### src/rtl/adder_arbiter.sv
// Round-robin arbiter that shares one WIDTH-bit adder between N_REQ requesters
// and registers each tagged sum for a single back-pressured consumer.
module adder_arbiter #(
  parameter int N_REQ = 4,
  parameter int WIDTH = 8,
  parameter int IDW   = $clog2(N_REQ)
) (
  input  logic                   clk,
  input  logic                   rst_n,
  input  logic                   ena,
  input  logic [N_REQ-1:0]       req_valid,
  input  logic [N_REQ*WIDTH-1:0] req_a,
  input  logic [N_REQ*WIDTH-1:0] req_b,
  output logic [N_REQ-1:0]       req_ready,
  output logic                   res_valid,
  output logic [WIDTH-1:0]       res_sum,
  output logic                   res_carry,
  output logic [IDW-1:0]         res_id,
  input  logic                   res_ready
);

  logic             run;
  logic [IDW-1:0]   ptr;
  logic             slot_free;
  logic [N_REQ-1:0] grant;
  logic [IDW-1:0]   grant_id;
  logic             found;
  logic [IDW-1:0]   cand;
  logic [WIDTH-1:0] a_sel;
  logic [WIDTH-1:0] b_sel;
  logic [WIDTH:0]   sum_full;

  assign slot_free = !res_valid || res_ready;

  // N_REQ is a power of two, so IDW-bit addition wraps the search naturally.
  always_comb begin
    grant    = '0;
    grant_id = '0;
    found    = 1'b0;
    cand     = '0;
    if (run && ena && slot_free) begin
      for (int k = 0; k < N_REQ; k++) begin
        cand = ptr + IDW'(k);
        if (!found && req_valid[cand]) begin
          found       = 1'b1;
          grant[cand] = 1'b1;
          grant_id    = cand;
        end
      end
    end
  end

  assign req_ready = rst_n ? grant : '0;

  // Operands are picked by the one-hot grant so the select uses constant slices.
  always_comb begin
    a_sel = '0;
    b_sel = '0;
    for (int k = 0; k < N_REQ; k++) begin
      if (grant[k]) begin
        a_sel = req_a[k*WIDTH +: WIDTH];
        b_sel = req_b[k*WIDTH +: WIDTH];
      end
    end
  end

  assign sum_full = {1'b0, a_sel} + {1'b0, b_sel};

  always_ff @(posedge clk or negedge rst_n) begin
    if (!rst_n) begin
      run       <= 1'b0;
      ptr       <= '0;
      res_valid <= 1'b0;
      res_sum   <= '0;
      res_carry <= 1'b0;
      res_id    <= '0;
    end else begin
      run <= 1'b1;
      if (found) begin
        res_valid <= 1'b1;
        res_sum   <= sum_full[WIDTH-1:0];
        res_carry <= sum_full[WIDTH];
        res_id    <= grant_id;
        ptr       <= grant_id + IDW'(1);
      end else if (res_ready) begin
        res_valid <= 1'b0;
      end
    end
  end

endmodule
### config.mk
export PLATFORM = sky130hd
export DESIGN_NAME = adder_arbiter
export DESIGN_NICKNAME = d
export VERILOG_FILES = /design/src/rtl/adder_arbiter.sv
export SDC_FILE = /design/constraint.sdc
export NUM_CORES = 1
export LEC_CHECK = 0
export ABC_AREA = 1
export BUFFER_PORTS_ARGS = -buffer_cell sky130_fd_sc_hd__buf_4
export CAP_MARGIN = 20
export CORE_ASPECT_RATIO = 0.9
export CORE_UTILIZATION = 54
export CTS_CLUSTER_SIZE = 10
export DETAILED_ROUTE_END_ITERATION = 8
export PLACE_DENSITY = 0.86
export SLEW_MARGIN = 20
export SYNTH_ARGS = -nofsm -noshare
export SYNTH_HDL_FRONTEND = slang
export SYNTH_SLANG_ARGS = --single-unit
export TNS_END_PERCENT = 100
### constraint.sdc
create_clock -name clk -period 6.7 [get_ports clk]
set_input_delay 0.67 -clock clk [delete_from_list [all_inputs] [get_ports clk]]
set_output_delay 0.67 -clock clk [all_outputs]
set_load 0.02 [all_outputs]
; ---- Word level (Yosys, flattened, before mapping)
; Index checks and enable logic that the tools add are counted.
[classes]
add_sub_neg = 5
multipliers = 0
div = 0
magnitude_cmp = 8
n_eq_ne = 0
n_shift = 0
muxes = 48
bitwise = 3
reduce_logical = 15
[ops]
columns = op, n
row1 = $mux 8, 8
row2 = $mux 4, 9
row3 = $mux 1, 18
row4 = $lt 2x3->1 const B, 4
row5 = $or 4x4->4, 3
row6 = $mux 2, 5
row7 = $add 8x8->9, 1
row8 = $logic_and 1x1->1, 9
row9 = $bmux 1 s2, 4
row10 = $demux 1 s2, 4
row11 = $ge 2x1->1 const B, 4
row12 = $add 2x1->2 const B, 2
row13 = $add 2x2->2 const B, 2
row14 = $logic_not 1->1, 4
row15 = $reduce_bool 2->1, 1
row16 = $logic_or 1x1->1, 1
[totals]
register_bits = 15
latchBits = 0
ram_bits = 0
rom_bits = 0
output_inout_bits = 16
elab_cells = 85
memories = 0

; ---- Depth between registers and ports, before layout
; Gate-level depths: netlist (run 1).
[depth]
word_depth = 21
depth_mapped = 24
depth_no_buf = 23

; ---- Worst setup path before layout (run 1)
; No wires, ideal clock.
[synth_timing]
kind = flip-flop to flip-flop
startpoint = register ptr[0]
endpoint = register res_carry
setup_time_ns = 0.126
arrival_time_ns = 3.445
t_required_ns = 6.574
setup_slack_ns = 3.129
stages_incl_launch_ff = 25
period_less_slack_ns = 3.571
cell_sequence = dfrtp_1 inv_2 ha_1 inv_1 nand3_1 nand2_1 nor2_2 nand2_1 nand2_1 nor2_4 nand2_4 nand2_4 buf_6 nand2_2 nand3_2 a21oi_2 ha_1 fa_1 nand3_1 nand2_1 a21o_1 a21oi_1 nor2_1 o21ai_0 a21oi_1
[synth_via]
elab_chain_cells = 21
[synth_rtl]
columns = element, line_no
row1 = from (decl), 23  ; logic [IDW-1:0] ptr;
row2 = from (signal assigned), 84  ; ptr <= grant_id + IDW'(1);
row3 = "parallel branches: the longest is 21 deep, another holds $lt 2x3->1", n/a
row4 = to (signal assigned), 82  ; res_carry <= sum_full[WIDTH];
row5 = to (decl), 17  ; output logic res_carry,
; Several ways; the timed one is not identified. The select of a mux whose other input is x is not followed.
; A chain may end at the register's enable or synchronous reset.

; ---- Worst setup path after layout (run 1)
; Same ends and word-level chain as after synthesis.

==> flow_metrics.env, run 1 <==
export IMPL_post_place_cells=451
export IMPL_p_leak_nw=1.587
export IMPL_die_y_um=62.60
export IMPL_final_cell_count_no_fill=455
export IMPL_dr_first_iter_drc_count=117
export IMPL_syn_cell_area_um2=2203
export IMPL_syn_area_per_cell_um2=6.637
export IMPL_die_w_um=69.33
export IMPL_routedWlPerCell_um=13.28
export IMPL_grt_pass1_wl_mm=10.16
export IMPL_core_area_um2=3810
export IMPL_synth_nets=421
export IMPL_yosysSeqAreaShare=0.1704
export IMPL_setup_viol=0
export IMPL_finalSetupTns_ps=0
export IMPL_grt_max_degree=31
export IMPL_areaGrowthSynthToFinish_pct=30.66
export IMPL_worstMarginPinSlew_ps=884.3
export IMPL_synth_flop_cell="dfrtp_1"
export IMPL_yosys_area_top_type="dfrtp_1"
export IMPL_synthTopCellsByArea="dfrtp_1 (17%), nand2_1 (12%), nand3_1 (10%)"
export IMPL_die_area_um2=4340
export IMPL_htreeDepth=1
export IMPL_routabilityCongestion=0.9658
export IMPL_r2r_cells=22
export IMPL_synth_edff_count=0
export IMPL_cp_max_fo=21
export IMPL_cp_required_ps=6820
export IMPL_maxCapViolations=0
export IMPL_syn_inst=332
export IMPL_endpoint_kind="flop"
export IMPL_antenna_found_initial=0
export IMPL_min_period_ps=4522
export IMPL_async_flop_share=1.000
export IMPL_r2r_setup_slack_ps=2180
export IMPL_start_kind="flop"
export IMPL_grt_remaining_overflow=0
export IMPL_clkTransAtPathRegs_ps=60
export IMPL_yosysUniqueCellTypes=35
export IMPL_synth_seq_cells=15
export IMPL_slew_viol_final=0
export IMPL_grt_util_all_layers=0.2865
export IMPL_p_per_area_nw_per_um2=404.2
export IMPL_hold_viol_final=0
export IMPL_finalPower_mw=1.164
export IMPL_ant_nets=0
export IMPL_dp_hpwl_mm=4.924
export IMPL_fin_crit_sh=0.6749
export IMPL_fin_util=0.7557
export IMPL_num_rows=21
export IMPL_hp_class="primary input to async pin"
export IMPL_yosysWarnings=0
export IMPL_netlist_area_leader_share=0.1704
export IMPL_vias=2426
export IMPL_cp_data_arrival_time_ps=4640
export IMPL_cts_buffers=3
export IMPL_numPortBuffers=87
export IMPL_crit_start="ptr[0]"
export IMPL_n_antenna_cell=0
export IMPL_r2r_end="res_carry"
export IMPL_synth_most_common_cell="nand2_1"
export IMPL_cts_root_buf="clkbuf_8"
export IMPL_max_freq_mhz=221.2
export IMPL_grt_pass1_vias=2194
export IMPL_initial_core_util=0.5783
export IMPL_synth_top_cells_by_count="nand2_1 (72), nand3_1 (44), nor2_1 (29)"
export IMPL_nNetsFinal=499
export IMPL_post_cts_buffers=0
export IMPL_maxSlewHeadroom=0.4091
export IMPL_vias_per_cell=5.332
export IMPL_dr_pass1_iters=4
export IMPL_clock_sinks=15
export IMPL_skew_ps=5.011
export IMPL_hold_buffers=0
export IMPL_tritoncts="built"
export IMPL_crit_type="flop to flop"
export IMPL_clk_latency_ps=240
export IMPL_drive_gt1_frac=0.3496
export IMPL_drcViolationCount=0
export IMPL_rsz0062_at_grt="false"
export IMPL_wl_mm=6.041
export IMPL_vdd_drop_max_v=0.0001992
export IMPL_io_pin_count=88
export IMPL_r2r_start="ptr[0]"
export IMPL_cts_buffer_depth=2
export IMPL_ctsResizeCount=0
export IMPL_outcome="complete, no violations"
## logic make-up (layout without fill, tap and decap cells)
group,after synthesis,in the layout,share of synthesized area
simple gates,198,198,0.4742
compound gates,49,49,0.1352
buf+inv,45,122,0.09086
xor+xnor,7,7,0.02783
other cells,1,1,0.001702
fa+ha+maj,17,17,0.09994
flops,15,15,0.1704
## worst max path at each step
stage	cells past startpoint	slack, ps	endpoint
floorplan	24	3130	res_carry
global placement	22	2340	res_carry
finish	22	2180	res_carry
global route	22	1700	res_carry
CTS	21	2140	res_sum[6]
detailed placement	22	2190	res_carry
## power by group
| group | switching [mW] | internal, mW |
|---|---|---|
| clock | 0.0301 | 0.0420 |
| combinational | 0.596 | 0.339 |
| sequential | 0.0318 | 0.125 |
## routing by layer
layer,part of all wire,wire length (µm),GRT usage,vias to the layer above
met2,0.45,2744,0.4430,88
met3,0.053,322,0.02742,6
li1,-,-,-,1246
met5,0,0,0,-
met4,0.010,61,0.06888,0
met1,0.48,2912,0.4266,1086
## flip-flops by register name (all words and copies together), names as in the netlist
| register | count |
|---|---|
| res_sum | 8 |
| ptr | 2 |
| res_id | 2 |
| res_carry | 1 |
| res_valid | 1 |
| run | 1 |
## cell type report
| cell class | count | area (µm²) |
|---|---|---|
| timing repair buffer | 88 | 660.6 |
| multi-input combinational | 272 | 1628 |
| sequential | 15 | 375.4 |
| inverter | 30 | 112.6 |
| fill | 296 | 930.9 |
| clock buffer | 4 | 45.04 |
| tap | 46 | 57.56 |
## per-stage QoR
step                      area [µm²]  hold slack, ps  setup slack [ps]
after floorplan                 2203           374.4              3129
after global placement          2834           467.3              2336
after detailed placement        2834           478.4              2185
after CTS                       2879           273.0              2144
after global routing            2879           271.7              1698
final                           2879           264.7              2178
## critical path, stage by stage (launching register included)
cell	delay (ps)
dfrtp_1	510
inv_2	180
ha_1	410
inv_1	100
nand2_1	90
nand2_2	80
nor2_8	140
nand2_4	80
nor2_8	110
nand2_1	80
nand2_2	200
nand2_1	540
nand3_2	270
a21oi_2	70
ha_1	230
fa_1	470
nand3_1	100
nand2_1	80
a21o_1	160
a21oi_1	190
nor2_1	60
o21ai_0	150
a21oi_1	80
## placed cells by master (no fill, tap or decap), drive strengths merged
cell type,instances
clkbuf,4
o21a,1
o211a,1
nor2,34
o21ai,18
xnor2,4
a21oi,24
buf,88
o211ai,2
conb,1
nand3b,12
nand3,55
a21o,1
dfrtp,15
ha,16
nand4,2
nand2,94
o22ai,1
xor2,3
inv,30
or2,1
a22oi,1
fa,1
Note: power is estimated with default switching activity, not from simulation.
==> run 2, diff against run 1 <==
--- a/config.mk
+++ b/config.mk
@@ -9,10 +9,10 @@
 export BUFFER_PORTS_ARGS = -buffer_cell sky130_fd_sc_hd__buf_4
 export CAP_MARGIN = 20
 export CORE_ASPECT_RATIO = 0.9
-export CORE_UTILIZATION = 54
+export CORE_UTILIZATION = 50
 export CTS_CLUSTER_SIZE = 10
 export DETAILED_ROUTE_END_ITERATION = 8
-export PLACE_DENSITY = 0.86
+export PLACE_DENSITY = 0.8
 export SLEW_MARGIN = 20
 export SYNTH_ARGS = -nofsm -noshare
 export SYNTH_HDL_FRONTEND = slang
==> constraint.sdc (replaced) <==
create_clock -name clk -period 4.3 [get_ports clk]
set_input_delay 0.43 -clock clk [delete_from_list [all_inputs] [get_ports clk]]
set_output_delay 0.43 -clock clk [all_outputs]
set_load 0.02 [all_outputs]
==> run 2 against run 1 <==
Against the previous run: clock skew fell by 3.6 ps; utilization fell by 4.6 points; design area rose by 2.4%; non-clock buffer count rose by 6; combinational power rose by 63%; largest power group unchanged; first-iteration DRC count rose by 73%; register-to-register slack got worse by 1900 ps; global-route usage fell by 1.2 points; largest cell class unchanged; die area rose by 7.8%.
==> flow_metrics.env, run 2 (synthesized netlist as in run 1, its figures left out) <==
export IMPL_dr_first_iter_drc_count=202
export IMPL_power_frac_clock=0.060
export IMPL_io_pin_count=88
export IMPL_cp_data_arrival_time_ps=4130
export IMPL_routabilityCongestion=0.9360
export IMPL_seqPwrFrac=0.131
export IMPL_maxCapViolations=0
export IMPL_grt_pass1_wl_mm=10.07
export IMPL_num_rows=22
export IMPL_most_common_layout_cells="buf_4 (94), nand2_1 (72), nand3_1 (43)"
export IMPL_n_antenna_cell=0
export IMPL_placed_area_um2=2897
export IMPL_hp_class="primary input to async pin"
export IMPL_dp_hpwl_mm=5.158
export IMPL_switching_share=0.5646
export IMPL_vias_per_cell=5.215
export IMPL_fin_util=0.7095
export IMPL_hold_ws_ps=23.00
export IMPL_worstMarginPinSlew_ps=555.5
export IMPL_nNetsFinal=505
export IMPL_crit_type="flop to flop"
export IMPL_max_stage_delay_ps=540
export IMPL_outcome="complete, no violations"
export IMPL_p_sw_mw=1.060
export IMPL_grt_pass1_vias=2218
export IMPL_wl_mm=6.344
export IMPL_hold_viol_final=0
export IMPL_start_kind="flop"
export IMPL_fillCellCount=354
export IMPL_met3_usage=0.01866
export IMPL_top_usage_layer="met2"
export IMPL_finalPower_mw=1.877
export IMPL_clock_sinks=15
export IMPL_p_per_area_nw_per_um2=636.6
export IMPL_htreeDepth=1
export IMPL_r2r_start="ptr[1]"
export IMPL_crit_path_cell_trace="inv_2, ha_1, inv_1, nand2_1, nand2_2, nor2_8, nand2_4, nor2_8, nand2_1, nand2_2, nand2_1, buf_4, o21ai_1, o21ai_0, ha_1, a21oi_1, nand2_1, a21oi_1, inv_1, a21oi_1, xor2_1, o21ai_0"
export IMPL_cp_max_fo=9
export IMPL_drcViolationCount=0
export IMPL_crit_slowest_cell="dfrtp_1"
export IMPL_r2r_setup_slack_ps=280
export IMPL_met1_usage=0.3966
export IMPL_max_freq_mhz=248.6
export IMPL_skew_ps=1.448
export IMPL_antenna_found_initial=0
export IMPL_cts_buffers=3
export IMPL_vias=2477
export IMPL_r2r_cells=22
export IMPL_routedWlPerCell_um=13.36
export IMPL_clkTransAtPathRegs_ps=60
export IMPL_p_leak_nw=1.622
export IMPL_drive_gt1_frac=0.3663
export IMPL_min_period_ps=4022
export IMPL_slew_viol_final=0
export IMPL_areaGrowthSynthToFinish_pct=33.84
export IMPL_layout_commonest_cell="buf_4"
export IMPL_setup_viol=0
export IMPL_die_w_um=71.98
export IMPL_cp_common_cell="nand2_1"
export IMPL_core_area_um2=4156
export IMPL_largest_register="res_sum"
export IMPL_cp_required_ps=4410
export IMPL_vdd_drop_max_v=0.0003881
export IMPL_r2r_end="res_sum[5]"
export IMPL_internal_power_uw=817.5
export IMPL_largest_register_ffs=8
export IMPL_p_comb_frac=0.810
export IMPL_numPortBuffers=87
export IMPL_tritoncts="built"
export IMPL_grt_util_all_layers=0.2744
export IMPL_die_y_um=64.98
export IMPL_top_regs="res_sum: 8 flops, ptr: 2 flops, res_id: 2 flops"
export IMPL_die_area_um2=4677
export IMPL_cts_buffer_depth=2
export IMPL_dr_pass1_iters=5
export IMPL_cts_root_buf="clkbuf_8"
export IMPL_fin_crit_sh=0.9354
export IMPL_rsz0062_at_grt="false"
export IMPL_grt_use_met2=0.4434
export IMPL_endpoint_kind="flop"
export IMPL_clk_latency_ps=250
export IMPL_initial_core_util=0.5301
export IMPL_grt_max_degree=25
export IMPL_finalSetupTns_ps=0
export IMPL_post_cts_buffers=0
export IMPL_ant_nets=0
export IMPL_maxSlewHeadroom=0.6288
export IMPL_finalInstanceArea_um2=2949
export IMPL_grt_remaining_overflow=0
[run 2: cell count changes in the layout (fill, tap and decap cells not counted), sizes merged]
cell    before  now
buf         88   94
clkinv       0    1
clkbuf       4    3
[run 2: cell type report]
cell class	count	area, µm²	share of cell area
well taps	60	75.07	0.02546
multi-input cells	272	1633	0.5537
inverters	30	112.6	0.03818
clock buffers	3	41.29	0.01400
flip-flops and latches	15	376.6	0.1277
clock inverters	1	5.005	0.001697
repair buffers	94	705.7	0.2393
[run 2: what timing repair did]
action / CTS / global route
resized for setup: 0 / 2
setup endpoints to repair: 0 / 4
hold buffers: 0 / 0
[run 2: worst max-delay path by stage]
stage / endpoint / start / depth (start not counted)
CTS: res_sum[5] / ptr[0] / 20
global route: res_sum[6] / ptr[1] / 22
detailed placement: res_sum[5] / ptr[0] / 20
floorplan: res_carry / ptr[0] / 24
finish: res_sum[5] / ptr[1] / 22
global placement: res_sum[5] / ptr[0] / 22
[run 2: through the flow]
step / instances / worst slack, ps
2_1_floorplan: 332 / 729.0
3_3_place_gp: 471 / 413.2
3_5_place_dp: 471 / 248.4
4_1_cts: 475 / 227.9
5_1_grt: 475 / 46.44
6_report: 475 / 277.9
[run 2: power by group through the flow]
stage	logic, mW	registers [mW]	clock network, mW
2_1_floorplan	1.09	0.289	0
6_report	1.52	0.245	0.112
5_1_grt	1.68	0.250	0.120
4_1_cts	1.50	0.243	0.114
3_5_place_dp	1.48	0.245	0
3_3_place_gp	1.47	0.241	0
[run 2: per-layer routing]
layer	up-vias	part of all wire
met1	1100	0.48
li1	1260	-
met2	108	0.45
met3	9	0.065
met4	0	0.0099
met5	-	0
[run 2: worst max-delay path: cells and delay by family, from the launching register on]
family | cells | cell delay, ps
xor gates and xnor gates | 1 | 170
DFF | 1 | 540
adders and majority gates | 2 | 790
AOI/OAI and AO/OA | 6 | 840
and+or+nand+nor | 9 | 1050
buffers and inverters | 4 | 520
